--- src/rtl/time_pkg.sv ---
// time_pkg: shared mode encodings, field limits and small helpers for time_keeper.
package time_pkg;

    typedef enum logic [2:0] {
        RUN       = 3'd0,
        SET_HOUR  = 3'd1,
        SET_MIN   = 3'd2,
        SET_AHOUR = 3'd3,
        SET_AMIN  = 3'd4
    } mode_t;

    localparam logic [5:0] MAX_SEC        = 6'd59;
    localparam logic [5:0] MAX_MIN        = 6'd59;
    localparam logic [5:0] MAX_HOUR       = 6'd23;
    localparam logic [5:0] ALARM_RST_HOUR = 6'd7;
    localparam logic [5:0] ALARM_RST_MIN  = 6'd0;

    // Increment with wrap to zero after the field maximum.
    function automatic logic [5:0] wrap_inc(input logic [5:0] v, input logic [5:0] maxv);
        return (v == maxv) ? 6'd0 : v + 6'd1;
    endfunction

    // Modes in which the clock itself is frozen for editing.
    function automatic logic is_set_time(input mode_t m);
        return (m == SET_HOUR) || (m == SET_MIN);
    endfunction

endpackage

--- src/rtl/btn_pulse.sv ---
// btn_pulse: 2-flop synchronizer followed by a rising-edge detector.
// The pulse is high for one cycle, in the cycle after the second sync flop goes high.
module btn_pulse (
    input  logic clk,
    input  logic rst,
    input  logic btn,
    output logic pulse
);

    logic sync1_reg;
    logic sync2_reg;
    logic prev_reg;

    // Synchronize the asynchronous level and keep one delayed copy for edge detection.
    always_ff @(posedge clk or posedge rst) begin
        if (rst) begin
            sync1_reg <= 1'b0;
            sync2_reg <= 1'b0;
            prev_reg  <= 1'b0;
        end else begin
            sync1_reg <= btn;
            sync2_reg <= sync1_reg;
            prev_reg  <= sync2_reg;
        end
    end

    assign pulse = sync2_reg & ~prev_reg;

endmodule

--- src/rtl/time_keeper.sv ---
// time_keeper: 24h clock with button-driven time/alarm setting.
// Optional alarm setting is enabled by defining TIME_KEEPER_ALARM_SET_EN;
// without it the alarm outputs are the constant reset values.
module time_keeper
    import time_pkg::*;
#(
    parameter int CLK_HZ = 100_000_000
) (
    input  logic       clk,
    input  logic       rst,
    input  logic       mode_btn,
    input  logic       inc_btn,
    output logic [5:0] hour,
    output logic [5:0] min,
    output logic [5:0] sec,
    output logic [5:0] orihour,
    output logic [5:0] orimin,
    output logic [2:0] mode,
    output logic       tick
);

    localparam int            PW        = (CLK_HZ > 2) ? $clog2(CLK_HZ) : 1;
    localparam logic [PW-1:0] PRESC_MAX = PW'(CLK_HZ - 1);

    logic [1:0] btn_vec;
    logic [1:0] pulse_vec;
    logic       mode_pulse;
    logic       inc_pulse;

    mode_t         mode_reg,  mode_next;
    logic [PW-1:0] presc_reg, presc_next;
    logic [5:0]    hour_reg,  hour_next;
    logic [5:0]    min_reg,   min_next;
    logic [5:0]    sec_reg,   sec_next;
    logic          tick_reg,  tick_next;
    logic          leave_set_min;

    assign btn_vec = {inc_btn, mode_btn};

    generate
        for (genvar gi = 0; gi < 2; gi++) begin : g_btn
            btn_pulse u_btn (
                .clk   (clk),
                .rst   (rst),
                .btn   (btn_vec[gi]),
                .pulse (pulse_vec[gi])
            );
        end
    endgenerate

    // A mode press in the same cycle wins over an increment press.
    assign mode_pulse = pulse_vec[0];
    assign inc_pulse  = pulse_vec[1] & ~pulse_vec[0];

    // Mode sequencing; alarm-setting states only exist in the alarm build.
    always_comb begin
        mode_next = mode_reg;
        if (mode_pulse) begin
            case (mode_reg)
                RUN:       mode_next = SET_HOUR;
                SET_HOUR:  mode_next = SET_MIN;
`ifdef TIME_KEEPER_ALARM_SET_EN
                SET_MIN:   mode_next = SET_AHOUR;
                SET_AHOUR: mode_next = SET_AMIN;
                SET_AMIN:  mode_next = RUN;
`else
                SET_MIN:   mode_next = RUN;
`endif
                default:   mode_next = RUN;
            endcase
        end
    end

    assign leave_set_min = (mode_reg == SET_MIN) && (mode_next != SET_MIN);

    // Prescaler, time-of-day counters with carry chain, and field edits.
    always_comb begin
        presc_next = presc_reg;
        sec_next   = sec_reg;
        min_next   = min_reg;
        hour_next  = hour_reg;

        // The prescaler is parked at 0 while editing and restarts on exit.
        if (is_set_time(mode_next) || leave_set_min) begin
            presc_next = '0;
        end else if (presc_reg == PRESC_MAX) begin
            presc_next = '0;
        end else begin
            presc_next = presc_reg + PW'(1);
        end

        // tick_reg is never high in the edit modes, so the two branches never collide.
        if (tick_reg) begin
            sec_next = wrap_inc(sec_reg, MAX_SEC);
            if (sec_reg == MAX_SEC) begin
                min_next = wrap_inc(min_reg, MAX_MIN);
                if (min_reg == MAX_MIN) begin
                    hour_next = wrap_inc(hour_reg, MAX_HOUR);
                end
            end
        end else if (inc_pulse) begin
            if (mode_reg == SET_HOUR) begin
                hour_next = wrap_inc(hour_reg, MAX_HOUR);
            end else if (mode_reg == SET_MIN) begin
                min_next = wrap_inc(min_reg, MAX_MIN);
            end
        end

        if (leave_set_min) begin
            sec_next = '0;
        end

        tick_next = (presc_next == PRESC_MAX) && !is_set_time(mode_next);
    end

    // State registers for mode, prescaler and time of day.
    always_ff @(posedge clk or posedge rst) begin
        if (rst) begin
            mode_reg  <= RUN;
            presc_reg <= '0;
            hour_reg  <= '0;
            min_reg   <= '0;
            sec_reg   <= '0;
            tick_reg  <= 1'b0;
        end else begin
            mode_reg  <= mode_next;
            presc_reg <= presc_next;
            hour_reg  <= hour_next;
            min_reg   <= min_next;
            sec_reg   <= sec_next;
            tick_reg  <= tick_next;
        end
    end

`ifdef TIME_KEEPER_ALARM_SET_EN
    logic [5:0] ahour_reg, ahour_next;
    logic [5:0] amin_reg,  amin_next;

    // Alarm fields only change on an increment in their own edit mode.
    always_comb begin
        ahour_next = ahour_reg;
        amin_next  = amin_reg;
        if (inc_pulse && (mode_reg == SET_AHOUR)) begin
            ahour_next = wrap_inc(ahour_reg, MAX_HOUR);
        end
        if (inc_pulse && (mode_reg == SET_AMIN)) begin
            amin_next = wrap_inc(amin_reg, MAX_MIN);
        end
    end

    // Alarm registers.
    always_ff @(posedge clk or posedge rst) begin
        if (rst) begin
            ahour_reg <= ALARM_RST_HOUR;
            amin_reg  <= ALARM_RST_MIN;
        end else begin
            ahour_reg <= ahour_next;
            amin_reg  <= amin_next;
        end
    end

    assign orihour = ahour_reg;
    assign orimin  = amin_reg;
`else
    assign orihour = ALARM_RST_HOUR;
    assign orimin  = ALARM_RST_MIN;
`endif

    assign hour = hour_reg;
    assign min  = min_reg;
    assign sec  = sec_reg;
    assign mode = mode_reg;
    assign tick = tick_reg;

endmodule

--- config.mk ---
export PLATFORM = sky130hd
export DESIGN_NAME = time_keeper
export DESIGN_NICKNAME = d
export VERILOG_FILES = /design/src/rtl/time_pkg.sv /design/src/rtl/btn_pulse.sv /design/src/rtl/time_keeper.sv
export SDC_FILE = /design/constraint.sdc
export NUM_CORES = 1
export LEC_CHECK = 0
export CAP_MARGIN = 15
export CORE_UTILIZATION = 45
export CTS_BUF_LIST = sky130_fd_sc_hd__clkbuf_2 sky130_fd_sc_hd__clkbuf_4 sky130_fd_sc_hd__clkbuf_8
export DETAILED_ROUTE_END_ITERATION = 8
export GPL_TIMING_DRIVEN = 1
export PLACE_DENSITY = 0.74
export SLEW_MARGIN = 10
export SYNTH_ARGS = -nofsm -noshare
export SYNTH_HDL_FRONTEND = slang
export SYNTH_HIERARCHICAL = 1
export SYNTH_SLANG_ARGS = --single-unit
--- constraint.sdc ---
create_clock -name clk -period 3.5 [get_ports clk]
set_input_delay 0.7 -clock clk [delete_from_list [all_inputs] [get_ports clk]]
set_output_delay 0.7 -clock clk [all_outputs]
set_load 0.02 [all_outputs]
==> run metrics <==
count of different cell masters after synthesis=45; Die H=82.2 um; hpwl dp=4100 um; Worst Hold Slack=0.361 ns; Max Cap Violations=0; mean cell area of the mapped netlist=9.77 um^2; Synth top area share=0.476; detailed router's first-iteration violation count=137; switching portion of total power=0.347; largest net degree at the start of global routing=22; logic gate share of total power=0.251; Critical Path RT=3.71 ns; Via density=5.40; WS Path Type=reg -> reg; Yosys Warn Count=6; ANT cells=0; Layout Utilization=0.539; core area=6060 um^2; max reg flops=27; die area=6750 um^2; Seq/Total Area, Yosys=0.476; crit path capture type=flop; worst slack, placed=1.20 ns; Crit Path Max Fanout=13; area delta synth->final=13.1%; max-slew violations=0; share of cells above drive strength 1=0.0898; maximum clock rate=0.432 GHz; Setup crit end=tick; clk slew on worst S/H paths=0.11 ns; final-report setup violation count=0; Port Buffers=25; global-route wire length before repair=9380 um; Post-synth EDFFs=0; number of global-route vias before repair=2034; most used flip-flop cell after synthesis=dfrtp_1; hold_buf cts=0; CTS resizes=0; Post-Syn Area=2890 um^2; DRC errors left=0; clock power share=0.250; Post-Synthesis Cells=296; Fin. Hold Viols=0; Clock Latency Late Sink=0.32 ns; status=complete, no violations; Power Density=475 nW/um^2; min Tclk post-route=2.31 ns; Post-synth top cells=dfrtp_1 (55), nor2_1 (44), nand2_1 (28); Via Count=2150; slew margin rel.=0.580; Post-DRT Antenna Nets=0; Total GRT Usage=0.185; Worst Path Arrival=2.52 ns; I/O pin count=38; skew final=0.0113 ns; Final WS setup=1.19 ns; Critical R2R Capture=tick; P_sw=0.539 mW; Synth Register Bits=55; number of CTS-inserted buffers=5; cell taking the most area after synthesis=dfrtp_1; R2R Path Start=presc_reg[9]; setup tns final=0 ns; GP Congestion=0.931; reg-to-reg slack, setup=1.19 ns; wire per inst=13.9 um; DIE WIDTH=82.2 um; final period utilization=0.661; startpoint types=flop; Total Routed Length=5520 um; r2r worst-path depth=6; initial core utilization=0.477; clk sinks=55; initial antenna violation count=0; Power Total=1.55 mW; grt ovf=0; largest cells by area after synthesis=dfrtp_1 (48%), nor2_1 (5.7%), xnor2_1 (4.5%); FP Rows=28; CTS tree=built; router iterations before antenna repair=4; nets@finish=330; unrepaired setup endpoints after global routing=false; Hold Crit Class=reg -> reg; Root Driver=clkbuf_8; count leader, synth=dfrtp_1; Setup Fix Bufs, Post-CTS=0; sequential power share=0.499; static leakage=1.38 nW; maximum root-to-sink buffer count=2; Tightest Pin Transition=0.624 ns; Max H-tree Level=2; ys async rst share=1.00; VDD IR-drop max=0.309 mV; Worst Setup SP=presc_reg[9]; Power Internal=1.02 mW
==> logic make-up after synthesis <==
logic type,after synthesis,synth area share
xor+xnor,26,0.0788
other cells,2,0.00260
buf+inv,28,0.0554
mux,7,0.0264
fa+ha+maj,4,0.0173
simple gates,140,0.263
flops,55,0.476
compound gates,34,0.0805
==> worst max-delay path, cell delays in order (launching register included) <==
cell,delay (ns)
dfrtp_1,0.45
or4_1,0.51
nor4_1,0.24
a41o_1,0.51
a21oi_1,0.12
o2111a_1,0.16
and4bb_1,0.21
==> worst min path at each step <==
stage	slack, ns	end	cells past startpoint	startpoint
3_5_place_dp	0.34	g_btn[0].u_btn/sync2_reg	0	g_btn[0].u_btn/sync1_reg
3_3_place_gp	0.33	g_btn[1].u_btn/sync2_reg	0	g_btn[1].u_btn/sync1_reg
4_1_cts	0.36	g_btn[0].u_btn/sync2_reg	0	g_btn[0].u_btn/sync1_reg
2_1_floorplan	0.33	g_btn[0].u_btn/sync2_reg	0	g_btn[0].u_btn/sync1_reg
5_1_grt	0.37	g_btn[1].u_btn/sync2_reg	0	g_btn[1].u_btn/sync1_reg
6_report	0.36	g_btn[0].u_btn/sync2_reg	0	g_btn[0].u_btn/sync1_reg
==> per-stage QoR <==
stage	std cells	instance area, um^2
5_1_grt	398	3270
4_1_cts	398	3270
6_report	398	3270
3_5_place_dp	390	3170
3_3_place_gp	390	3170
2_1_floorplan	306	2930
==> power groups by stage <==
| stage | sequential [mW] | clock [mW] | combinational (mW) |
|---|---|---|---|
| CTS | 0.777 | 0.404 | 0.393 |
| floorplan | 0.828 | 0 | 0.212 |
| global route | 0.792 | 0.432 | 0.429 |
| finish | 0.776 | 0.389 | 0.390 |
| detailed placement | 0.790 | 0 | 0.392 |
| global placement | 0.788 | 0 | 0.386 |
==> cell usage in the layout (no fill, tap or decap), types with 5 or more instances in the layout <==
| cell type | n |
|---|---|
| clkdlybuf4s50_1 | 25 |
| dfrtp_1 | 55 |
| nor3_1 | 10 |
| inv_1 | 7 |
| xnor2_1 | 15 |
| nor2_1 | 44 |
| conb_1 | 12 |
| nand3_1 | 12 |
| nand2_1 | 28 |
| xor2_1 | 11 |
| nor2b_1 | 6 |
| o21ai_0 | 8 |
| mux2_2 | 5 |
| clkbuf_8 | 5 |
| nand4_1 | 11 |
| a21oi_1 | 7 |
==> metal layers <==
layer,part of all wire,track usage,vias to the layer above
met1,0.49,0.257,1034
met3,0.038,0.0330,9
met5,0,0,-
li1,-,-,1052
met4,0.018,0.0912,0
met2,0.46,0.276,55
==> final cells by class <==
type / count / area [um^2]
Sequential cell: 55 / 1380
Multi-Input combinational cell: 223 / 1390
Clock buffer: 5 / 68.8
Tap cell: 75 / 93.8
Clock inverter: 3 / 31.3
Inverter: 9 / 33.8
Fill cell: 552 / 2790
Timing Repair Buffer: 28 / 273
Note: power is estimated with default switching activity, not from simulation.
